===== config.mk =====
export PLATFORM = sky130hd
export DESIGN_NAME = pattern_sequencer
export DESIGN_NICKNAME = d
export VERILOG_FILES = /design/src/rtl/pattern_sequencer.sv
export SDC_FILE = /design/constraint.sdc
export NUM_CORES = 1
export LEC_CHECK = 0
export CAP_MARGIN = 20
export CORE_AREA = 8 8 109 86
export DETAILED_ROUTE_END_ITERATION = 10
export DIE_AREA = 0 0 117 94
export DONT_BUFFER_PORTS = 1
export PLACE_DENSITY = 0.84
export SLEW_MARGIN = 10
export SYNTH_ARGS = -nofsm -noshare
export SYNTH_HDL_FRONTEND = slang
export SYNTH_SLANG_ARGS = --single-unit

===== constraint.sdc =====
create_clock -name clk -period 2.2 [get_ports clk]
set_input_delay 0.22 -clock clk [delete_from_list [all_inputs] [get_ports clk]]
set_output_delay 0.22 -clock clk [all_outputs]
set_load 0.1 [all_outputs]

===== src/rtl/pattern_sequencer.sv =====
// pattern_sequencer: turns two bouncy push-buttons and two slide switches into
// a stable 3-bit pattern code for the seven-segment pattern decoder.
//
// Ports:
//   clk         system clock, rising edge
//   rst_n       asynchronous active-low reset
//   key_run_n   raw run/stop button, active-low, asynchronous, bouncy
//   key_step_n  raw single-step button, active-low, asynchronous, bouncy
//   sw_dir      0 = count up, 1 = count down (sampled at each advance)
//   sw_auto     1 = timed advance allowed while running, 0 = timer frozen
//   code        registered pattern code, always 0..LAST_CODE
//   running     registered, 1 while in RUN
//   step_pulse  one-cycle strobe, high in the cycle the new code first shows

// key_conditioner: 2-FF synchronizer, debounce and press detection for one
// active-low key.
//   clk, rst_n  clock and asynchronous active-low reset
//   key_n       raw active-low key
//   press       one-cycle pulse on an accepted 1->0 (press) transition
module key_conditioner #(
    parameter int DEB_CYCLES = 1000000
) (
    input  logic clk,
    input  logic rst_n,
    input  logic key_n,
    output logic press
);
    localparam int              CW       = $clog2(DEB_CYCLES + 1);
    localparam logic [CW-1:0]   CNT_LAST = CW'(DEB_CYCLES - 1);

    logic [1:0]    sync;
    logic          level;   // accepted (debounced) key level
    logic          armed;   // a released key has been seen since reset
    logic [CW-1:0] cnt;
    logic          flip;

    // The synchronizer resets to "pressed" so a key held through reset
    // release never looks like a fresh press: arming needs a real release.
    assign flip  = (sync[1] != level) && (cnt == CNT_LAST);
    assign press = flip && level && armed;

    always_ff @(posedge clk or negedge rst_n) begin
        if (!rst_n) begin
            sync  <= 2'b00;
            level <= 1'b1;
            armed <= 1'b0;
            cnt   <= '0;
        end else begin
            sync <= {sync[0], key_n};
            if (sync[1])
                armed <= 1'b1;
            if (sync[1] == level) begin
                cnt <= '0;
            end else if (flip) begin
                cnt   <= '0;
                level <= sync[1];
            end else begin
                cnt <= cnt + 1'b1;
            end
        end
    end
endmodule

module pattern_sequencer #(
    parameter int TICK_DIV   = 25000000,
    parameter int DEB_CYCLES = 1000000,
    parameter int LAST_CODE  = 5
) (
    input  logic       clk,
    input  logic       rst_n,
    input  logic       key_run_n,
    input  logic       key_step_n,
    input  logic       sw_dir,
    input  logic       sw_auto,
    output logic [2:0] code,
    output logic       running,
    output logic       step_pulse
);
    localparam int NUM_KEYS = 2;
    localparam int KEY_RUN  = 0;
    localparam int KEY_STEP = 1;

    localparam int            TW        = $clog2(TICK_DIV);
    localparam logic [TW-1:0] TICK_LAST = TW'(TICK_DIV - 1);
    localparam logic [2:0]    CODE_LAST = 3'(LAST_CODE);

    localparam logic [0:0] IDLE = 1'b0;
    localparam logic [0:0] RUN  = 1'b1;

    logic [NUM_KEYS-1:0] key_raw_n;
    logic [NUM_KEYS-1:0] press;

    assign key_raw_n = {key_step_n, key_run_n};

    genvar k;
    generate
        for (k = 0; k < NUM_KEYS; k++) begin : g_key
            key_conditioner #(.DEB_CYCLES(DEB_CYCLES)) u_key (
                .clk   (clk),
                .rst_n (rst_n),
                .key_n (key_raw_n[k]),
                .press (press[k])
            );
        end
    endgenerate

    logic [0:0]    state;
    logic [TW-1:0] tick_cnt;
    logic          tick;
    logic          advance;
    logic [2:0]    next_code;

    assign tick = (state == RUN) && sw_auto && (tick_cnt == TICK_LAST);

    // A run press pre-empts everything in its cycle: a coincident tick is
    // dropped and an IDLE step press is ignored.
    assign advance = !press[KEY_RUN] &&
                     (((state == IDLE) && press[KEY_STEP]) || tick);

    assign running = (state == RUN);

    always_ff @(posedge clk or negedge rst_n) begin
        if (!rst_n) begin
            state    <= IDLE;
            tick_cnt <= '0;
        end else if (press[KEY_RUN]) begin
            // Clearing here makes the first advance land exactly TICK_DIV
            // cycles after the run press is accepted.
            state    <= (state == IDLE) ? RUN : IDLE;
            tick_cnt <= '0;
        end else if ((state == RUN) && sw_auto) begin
            tick_cnt <= tick ? '0 : tick_cnt + 1'b1;
        end
    end

    always_comb begin
        next_code = code;
        if (sw_dir)
            next_code = (code == 3'd0) ? CODE_LAST : code - 3'd1;
        else
            next_code = (code >= CODE_LAST) ? 3'd0 : code + 3'd1;
    end

    always_ff @(posedge clk or negedge rst_n) begin
        if (!rst_n) begin
            code       <= 3'd0;
            step_pulse <= 1'b0;
        end else begin
            step_pulse <= advance;
            if (advance)
                code <= next_code;
        end
    end
endmodule


After elaboration in Yosys (flattened, before gate mapping)

Index checks and enable logic that the tools add are counted.

Output and inout bits: 5
Logic and storage cells: 55
Input port bits: 6
Flip-flop bits (word level): 78

Bitwise operators: 3
Reductions and logical operators: 16
Equal/unequal tests: 7
Mux-type cells: 11
Add/sub/neg operators: 5
Magnitude comparators: 1

Operator list:

| cell                                                               | count |
|---|---|
| 20-bit two-way mux                                                 | 4 |
| 25-bit two-way mux                                                 | 3 |
| 20-bit by 1-bit adder with 20-bit output, second input constant    | 2 |
| 20-bit == test, second input constant                              | 2 |
| 25-bit by 1-bit adder with 25-bit output, second input constant    | 1 |
| 25-bit == test, second input constant                              | 1 |
| 1-bit logical AND                                                  | 10 |
| 3-bit two-way mux                                                  | 3 |
| 2-bit AND reduction                                                | 2 |
| 3-bit by 1-bit adder with 3-bit output, second input constant      | 1 |
| 3-bit >= comparator, second input constant                         | 1 |
| 3-bit logical NOT                                                  | 1 |
| 1-bit inverter                                                     | 3 |
| 3-bit by 1-bit subtractor with 3-bit output, second input constant | 1 |
| 1-bit == test                                                      | 2 |
| 1-bit inequality test                                              | 2 |
| 2-bit nonzero test                                                 | 1 |
| 1-bit logical NOT                                                  | 1 |
| 1-bit logical OR                                                   | 1 |
| 1-bit two-way mux                                                  | 1 |

Depth between registers and ports, before layout

Gate-level depths: netlist of the first run.

Depth in word-level cells: 7
Mapped depth: 7
Depth with buffers taken out: 6

Hierarchy

From an unflattened synthesis of the first run, not the netlist that was laid out.

Cells, all modules: 403
Area total of the unflattened synthesis: 4,087.7 µm²

Modules (own cells, without submodules):

| module            | area each (µm²) | times used | cells an instance |
|---|---|---|---|
| key_conditioner   | 1,172.4         | 2          | 109 |
| pattern_sequencer | 1,742.9         | 1          | 185 |

Worst setup path after synthesis of the first run

OpenSTA, ideal clock, no wires.

Path kind: register to register
Start: register state (netlist: running)
End: register code[0]
Data arrival time: 2,272 ps
Buffers on the path: 0
Required time: 2,071 ps
Setup slack: -201 ps
Stages on the path, launching flop included: 6
Cells stage by stage: dfrtp_1 nand4_1 nor4_2 o2bb2a_4 a2111oi_2 nor2_1

Longest elaborated chain between the ends: 4

Ends and longest elaborated chain:

| what                                                | line     | text |
|---|---|---|
| start: declaration                                  | 107      | `logic [0:0] state;` |
| start signal: assignment                            | 129      | `state <= (state == IDLE) ? RUN : IDLE;` |
| 1-bit logical AND or 1-bit inverter (tied branches) | --       |  |
| 1-bit logical AND, on equally long branches         | 113, 118 |  |
| 1-bit logical OR *                                  | 118      | `(((state == IDLE) && press[KEY_STEP]) \|\| tick);` |
| 1-bit logical AND *                                 | 117      | `assign advance = !press[KEY_RUN] &&` |
| end signal: assignment                              | 151      | `code <= next_code;` |
| end: declaration                                    | 75       | `output logic [2:0] code,` |

Every way passes the cells marked *; elsewhere a longest branch is shown, timed or not.
A chain may end at the register's enable or synchronous reset.

Worst setup path in the final report of the first run

Start: register tick_cnt[17]
End: register code[0]

Longest elaborated chain between the ends: 4

Ends and longest elaborated chain:

| what                     | line | text |
|---|---|---|
| start: declaration       | 108  | `logic [TW-1:0] tick_cnt;` |
| start signal: assignment | 132  | `tick_cnt <= tick ? '0 : tick_cnt + 1'b1;` |
| 25-bit == test           | 113  | `assign tick = (state == RUN) && sw_auto && (tick_cnt == TICK_LAST);` |
| 1-bit logical AND        | 113  |  |
| 1-bit logical OR         | 118  |  |
| 1-bit logical AND        | 117  |  |

Every way passes these cells.

==> results of run 1 <==
-- power by group through the flow --
stage,Clock [mW],Combinational (mW),Sequential (mW)
floorplan,0,0.0410,1.50
global placement,0,0.0681,1.49
detailed placement,0,0.0707,1.49
CTS,1.05,0.109,1.46
global route,1.12,0.123,1.46
finish,1.03,0.107,1.46
-- worst max-delay path: cells and delay by family (launching register included) --
kind,cells,cell delay (ns)
and+or+nand+nor,3,1.08
AOI/OAI and AO/OA,2,0.54
DFF,1,0.39
-- through the flow --
| stage | setup slack (ns) | TNS (ns) | power, mW |
|---|---|---|---|
| floorplan | 0.0342 | 0 | 1.54 |
| global placement | 0.0764 | 0 | 1.56 |
| detailed placement | 0.0247 | 0 | 1.56 |
| CTS | 0.0117 | 0 | 2.62 |
| global route | -0.0326 | -0.0326 | 2.71 |
| finish | 0.0596 | 0 | 2.60 |
-- registers in the layout, summed over array words and instances, names as in the netlist --
signal             count
code                   3
g_key.u_key.cnt       40
tick_cnt              25
g_key.u_key.level      2
g_key.u_key.armed      2
g_key.u_key.sync       4
running                1
step_pulse             1
-- layout by cell type, fill, tap and decap left out, types with 4 or more instances in the layout --
cell type,netlist,final
a21oi_1,26,25
a31oi_1,11,11
and3_1,5,5
and4_1,6,6
buf_4,1,31
clkbuf_8,0,9
dfrtp_1,76,74
ha_1,7,7
inv_1,10,10
nand2_1,37,36
nand3_1,20,20
nand3b_1,5,5
nand4_1,22,22
nand4b_1,5,5
nor2_1,62,62
nor3_1,15,15
nor4_1,8,8
o21ai_0,14,14
or2_2,4,4
or3_1,7,7
xnor2_1,17,17
xor2_1,21,21
-- final cells by class --
cell class                 instances  area, um2  share of cell area
multi-input combinational        347       2210               0.457
sequential                        78       1960               0.404
tap                              105        131              0.0271
clock inverter                     7       61.3              0.0127
inverter                          10       37.5             0.00775
timing repair buffer              37        322              0.0664
clock buffer                       9        124              0.0256
-- routing by layer --
| metal | wire length (um) | GRT usage | vias to the layer above |
|---|---|---|---|
| met4 | 177 | 0.0744 | 0 |
| met2 | 4380 | 0.289 | 120 |
| met5 | 0 | 0 | - |
| li1 | - | - | 1708 |
| met1 | 4470 | 0.262 | 1799 |
| met3 | 603 | 0.0443 | 18 |
-- worst max path at each step --
stage	to	slack (ns)	cells after the start
after detailed placement	tick_cnt[21]	0.02	5
after CTS	tick_cnt[21]	0.01	5
after global placement	tick_cnt[21]	0.08	5
final	code[0]	0.06	5
after global routing	code[0]	-0.03	5
after floorplan	code[0]	0.03	5
-- synthesized netlist by cell type (all sizes together), types with 4 or more instances --
library cell / number / area share
o21ai: 16 / 0.019
clkbuf: 6 / 0.0053
dfrtp: 76 / 0.45
buf: 7 / 0.010
a31oi: 11 / 0.016
a21oi: 26 / 0.031
nor3: 16 / 0.020
and3: 5 / 0.0073
nand3b: 5 / 0.0088
nor4: 13 / 0.031
nand2: 38 / 0.035
xnor2: 17 / 0.035
nor2: 62 / 0.055
or3: 8 / 0.013
nand4b: 5 / 0.010
and4: 8 / 0.017
inv: 10 / 0.0088
nand3: 20 / 0.024
ha: 7 / 0.021
nand4: 22 / 0.032
or4: 4 / 0.0079
or2: 5 / 0.0079
xor2: 21 / 0.043
-- repair_timing --
action | 4_1_cts | 5_1_grt
hold endpoints to repair | 80 | 0
endpoints found under the setup margin | 0 | 17
gates resized for setup | 0 | 5
setup buffers | 0 | 1
hold buffers | 4 | 0
-- cells by family after synthesis --
kind of cell / Yosys count / synth area share
and+or+nand+nor: 226 / 0.299
DFF: 78 / 0.459
AOI/OAI and AO/OA: 71 / 0.105
xor gates and xnor gates: 38 / 0.0782
buffers and inverters: 23 / 0.0244
adders and majority gates: 7 / 0.0206
muxes: 5 / 0.0132
==> reports/summary.md, run 1 <==
The run finished with clean final reports. The fraction of final layout cells sized beyond drive strength 1 is 0.162. For the initial antenna violation count, the log shows 0. The tools report the antenna diode instance count as 0.

The kind of critical path was reg -> reg. The region available for standard cell placement spans 7640 um2. 11 I/O pins were placed.

The proportion of synthesized flip-flops having asynchronous set or reset came out at 1.00. The congestion estimate from routability-driven global placement came to 0.903. Data arrives at the worst endpoint at 2.38 ns.

The worst setup path is launched from a register. The total overflow left after global routing is 0. For the share of power burned in the clock network, the log shows 0.397.

The logs give 3 for the H-tree depth and 0.06 ns for the setup slack of the worst register-to-register path. The count of nets after finishing was 496; the biggest cell delay along the critical path was 0.58 ns. For the total via count after detailed routing, the log shows 3,645.

TritonCTS created 9 clock buffers. The cell count of the worst reg-to-reg path was 5; the net switching power figure was 0.685 mW. The run gives 0.192 as the all-layer global routing usage.

Count of fill cells added during filler insertion: 633. Setup repair after global routing could not meet its margin everywhere. In this run the static leakage power is 1.93 nW.

Yosys printed 0 warnings. The routed design has 9.64 mm of wire. The area growth from synthesis to layout is 13.8%. The tools report the endpoint with the worst hold slack as code[0]. The proportion of power drawn by combinational gates is 0.041, and the maximum number of buffers from clock root to sink is 2. The run gives 0 as the number of endpoints with negative hold slack in the final report. TritonCTS built the clock tree. Insertion delay to the later sink of the worst-skew pair: 0.36 ns. The worst setup path is captured at a register. The logs give 0.558 for the starting density of the core and 3,579 for the number of global-route vias before repair. The tools report the worst hold path startpoint as sw_dir. The die covers 11,000 um2. The floorplan die height was 94 um. The tools report the final standard cell area without fillers as 4840 um2. The share of power burned in registers was 0.562.

The top flip-flop cell by instance count after synthesis is dfrtp_1. During placement, the flow inserted port buffers numbering 0. Timing would allow up to 0.467 GHz. Counting every net in the synthesized netlist gives 461.

Max-cap violations in this run came to 0. The count of mapped cells out of synthesis is 448. STA puts the critical path data required time at 2.44 ns.

The tools report the relative slew slack as 0.610. The worst hold path passes through 2 cells. The count of cells in the finished layout, fillers not included, comes to 593. Count of standard-cell rows: 28. Post-detailed-route DRC marker count: 0. Traced cell by cell, the critical path runs through or4b_4 -> nor4_4 -> o2bb2a_4 -> a2111oi_2 -> nor2_1. The cell area that synthesis handed to floorplanning was 4260 um2. The run gives 0 as the residual antenna-violating net count after detailed routing. The number of flip-flops and latches in the synthesized netlist was 78.

Classification of the worst-slack hold path: in -> reg. The tools report the detailed placer's ending HPWL as 6.70 mm. The actual slew at the worst max-slew pin was 0.583 ns.

In this run the critical register-to-register path is captured at code[0]. After detailed placement, the total cell area comes to 4560 um2. The post-synthesis sequential area ratio was 0.459. From left edge to right edge, the die measures 117 um. The final critical delay including setup and external delays was 2.14 ns. The tools report the internal cell power as 1.91 mW. Clock skew on the completed layout was measured at 0.00969 ns. The cell area power density works out to 536 nW/um2.

Peak fanout along the critical path: 6. Dividing the detail-routed via count by the number of cells gives 6.15. The switching share of power is 0.264, and the core occupancy in the finished layout is 0.634.

The average instance in the mapped netlist occupies 9.50 um2. Highest ir drop seen on vdd: 0.000413 V. The run gives 572 as the number of cells after detailed placement. The first routing iteration left 324 violations. The final cycle utilization of the critical path was 0.973. For the first-pass GRT wire length, the log shows 16.8 mm. Tracing the worst setup path back leads to its startpoint at tick_cnt[17].

The number of different library cells in the post-synthesis netlist is 59. The maximum number of pins on one net before global-route repair came out at 79. Clock edge transition at the registers on the reported setup and hold paths: 0.09 ns. The count of pins over their slew limit came out at 0. The root buffer cell chosen for the clock tree is clkbuf_8. In this run, synthesis inferred 0 flip-flops with an integrated enable.

Counting every sink on the clock net gives 78. After detailed routing, the average wire length per cell comes to 16.3 um. Standard cell with the maximum stage delay on the critical path: or4b_4. The origin of the critical flop-to-flop path was tick_cnt[17]. The tools report the number of iterations in the first detailed-routing pass as 5. The number of setup violations in the final report was 0. The worst hold margin is 0.0353 ns.
Note: power is estimated with default switching activity, not from simulation.
==> run 2, diff against run 1 <==
- CORE_AREA: 8 8 109 86 -> 8 8 116 91
- DIE_AREA: 0 0 117 94 -> 0 0 124 99
- PLACE_DENSITY: 0.84 -> 0.77
==> run 2 against run 1 <==
Net effect:
- register-to-register slack better by 0.03 ns
- worst setup slack improved by 0.028 ns
- via count down 1.5%
- clock power up 54%
- sequential share of layout area shrank 1.1 points
- design area increased by 2.7%
- first-iteration DRC count is 22% higher
- non-clock buffer count is 1 higher
- fmax grew 1.3%
- sequential power hardly changed
- largest power group is now the clock network
==> reports/summary.md, run 2 (synthesis results as in run 1) <==
The run gives 0.00697 ns (-0.00272 ns) as the maximum clock skew at final layout. The tools report the iteration-0 DRC count of the detailed router as 396 (+22%). In this run the worst hold path is classified as in -> reg. The run gives 6.44 mm (-3.9%) as the detailed placer's ending HPWL. The cell area power density is 634 nW/um2 (+18%). The tools report the number of global-route vias before repair as 3,498 (-2.3%). For the highest ir drop seen on vdd, the log shows 0.000498 V (+21%). The flow ran to the end, and the final reports show no timing, DRC or antenna violations. The run gives 0.679 mW (-0.93%) as the net switching power figure. The number of cells on the critical path is 5 (unchanged), and the minimum setup slack after placement is -0.0566 ns (-0.0814 ns). Average routed wire per standard cell: 15.9 um (-1.9%). The standard cell with the maximum stage delay on the critical path is or4_4. The register with the highest flop count is g_key.u_key.cnt. Final wirelength: 9.58 mm (-0.57%). The run gives 78 (unchanged) as the total clock sinks. The total via count after detailed routing was 3,591 (-1.5%); the final cycle utilization of the critical path was 0.960 (-0.0128). The number of I/O port buffers was 0 (unchanged); the count of standard-cell rows was 30 (+7.1%).

Kind of critical path: reg -> reg. The floorplan die height came out at 99 um (+5.3%). The achievable clock frequency was 0.473 GHz (+1.3%). The count of fill cells added during filler insertion was 778 (+23%). The tools report the number of setup violations in the final report as 0 (unchanged). The max-cap violation count was 0 (unchanged). The H-tree depth came out at 3 (unchanged). The setup slack of the worst register-to-register path came out at 0.09 ns (+0.03 ns).

The maximum number of pins on one net before global-route repair came out at 79 (unchanged). The critical path goes through or4b_1 -> or4_4 -> or3_4 -> o211ai_1 -> nand2_1. The run gives 4580 um2 (+0.36%) as the area of placed instances. The most common cell after layout, fill and taps aside is dfrtp_1.

For the relative slew slack, the log shows 0.608 (-0.00234). The number of endpoints with negative hold slack in the final report is 0 (unchanged). The cell sitting at the root of the clock tree is a clkbuf_16. Final standard cell area without fillers: 4980 um2 (+2.7%). The run gives 2.34 ns (-0.04 ns) as the critical path data arrival time. The tools report the post-detailed-route DRC marker count as 0 (unchanged). The count of cells along the worst hold path came out at 2 (unchanged). For the number of I/O pins, the log shows 11 (unchanged).

Die span in x: 124 um (+6.0%). Register cell area after layout: 1960 um2 (about the same). The clock edge transition at the registers on the reported setup and hold paths was 0.06 ns (-0.03 ns).

TritonCTS built the clock tree. The core occupancy in the finished layout was 0.567 (-0.0678). The run gives 497 (+0.20%) as the count of nets after finishing. The largest registers in the layout are g_key.u_key.cnt: 40 flops, tick_cnt: 25 flops, g_key.u_key.sync: 4 flops.

The switching share of power was 0.215 (-0.0485). The type of element launching the critical path was a register. The family of cells with the greatest summed delay on the critical path is simple AND/OR/NAND/NOR gates. The logs give 0.883 (-2.2%) for the routability-driven placement congestion ratio and 0.485 (-0.0727) for the starting density of the core. The first-pass GRT wire length was 16.5 mm (-1.6%); the peak fanout along the critical path was 4 (-2). The logs give 2.48 mW (+29%) for the internal cell power and 0 (unchanged) for the residual antenna-violating net count after detailed routing.

Cell count of the worst reg-to-reg path: 5 (unchanged). The run gives 12,300 um2 (+12%) as the die footprint. The final setup slack of the worst path came out at 0.0879 ns (+0.0282 ns).

The top cell types in the final layout, fill and taps aside, are dfrtp_1, nor2_1, nand2_1. The tools report the number of iterations in the first detailed-routing pass as 5 (unchanged). The antenna diode instance count is 0 (unchanged). The tools report the number of clock buffers inserted by TritonCTS as 9 (unchanged). The actual slew at the worst max-slew pin is 0.589 ns (+0.00566 ns), and the area of the multi-input gates is 2210 um2 (-0.28%). The required time of the worst setup path came out at 2.43 ns (about the same).

Biggest cell delay along the critical path: 0.52 ns (-0.06 ns). The placeable core region was 8780 um2 (+15%). The run gives 0.034 (-0.007) as the proportion of power drawn by combinational gates. The fraction of final layout cells sized beyond drive strength 1 was 0.157 (-0.00442); the share of power burned in the clock network was 0.503 (+0.106). The tools report the category of the worst setup path capture point as a register.

The vias per cell came out at 5.98 (-2.8%). Insertion delay to the later sink of the worst-skew pair: 0.34 ns (-0.02 ns). For the worst hold margin, the log shows 0.0558 ns (+0.0205 ns). All-layer global routing usage: 0.167 (-0.0246). For the share of power burned in registers, the log shows 0.464 (-0.098). The final critical delay including setup and external delays came out at 2.11 ns (-0.0282 ns). The initial antenna violation count came out at 0 (unchanged). The maximum number of buffers from clock root to sink was 2 (unchanged).

The number of flip-flops under the largest register name is 40 (unchanged). Count of pins over their slew limit: 0 (unchanged). The worst path buffer plus inverter count was 0 (unchanged). From synthesis to final layout, the design area changed by 16.9%.

The aggregate global routing overflow was 0 (unchanged). The static leakage is 1.97 nW (+2.1%).
==> run 2: cell count changes in the layout (fill, tap and decap cells not counted), moves of 2 or more <==
| cell | before | now |
|---|---|---|
| clkbuf_16 | 0 | 9 |
| bufinv_16 | 0 | 2 |
| inv_6 | 3 | 0 |
| clkbuf_8 | 9 | 0 |
| inv_8 | 2 | 0 |
| clkbuf_1 | 0 | 2 |
==> run 2: path summary, 6_finish.rpt <==
path,from,to
max reg2reg,g_key[0].u_key.cnt[13],tick_cnt[17]
min in group asynchronous,rst_n,g_key[1].u_key.cnt[17]
max,g_key[0].u_key.cnt[13],tick_cnt[17]
max in group asynchronous,rst_n,g_key[0].u_key.level
min,sw_dir,code[0]
min reg2reg,g_key[0].u_key.sync[0],g_key[0].u_key.sync[1]
==> run 2: metal layers <==
layer	routed length, um	share of wire	vias up	track usage
li1	-	-	1712	-
met5	0	0	-	0
met2	4410	0.46	105	0.248
met3	509	0.053	12	0.0480
met1	4540	0.47	1762	0.230
met4	121	0.013	0	0.0511
==> run 2: cell type report <==
class                   instances  share of cell area
clock buffers                  11              0.0468
clock inverters                 5              0.0168
inverters                      10             0.00754
multi-input cells             347               0.443
flip-flops and latches         78               0.393
well taps                     112              0.0282
repair buffers                 38              0.0644
==> run 2: worst register-to-register path, cell delays in order (launching register included) <==
cell and delay (ns):
dfrtp_1 0.37, or4b_1 0.51, or4_4 0.52, or3_4 0.42
o211ai_1 0.12, nand2_1 0.07
==> run 2: power groups by stage <==
| stage | Clock [mW] | Sequential, mW | Combinational (mW) |
|---|---|---|---|
| global placement | 0 | 1.49 | 0.0663 |
| detailed placement | 0 | 1.49 | 0.0687 |
| CTS | 1.62 | 1.46 | 0.109 |
| global route | 1.67 | 1.46 | 0.121 |
| finish | 1.59 | 1.46 | 0.106 |
| floorplan | 0 | 1.50 | 0.0410 |
==> run 2: what timing repair did <==
item | 4_1_cts | 5_1_grt
pin swaps | 0 | 1
hold buffers | 4 | 0
resized for setup | 1 | 3
endpoints found under the hold margin | 80 | 0
buffers inserted | 0 | 1
endpoints found under the setup margin | 3 | 16
cloned | 0 | 0
==> run 2: stage by stage <==
step | std cells | TNS (ns) | power, mW
final | 601 | 0 | 3.15
after detailed placement | 580 | -0.0850 | 1.56
after CTS | 600 | 0 | 3.19
after floorplan | 448 | 0 | 1.54
after global routing | 601 | -0.00113 | 3.25
after global placement | 580 | 0 | 1.55
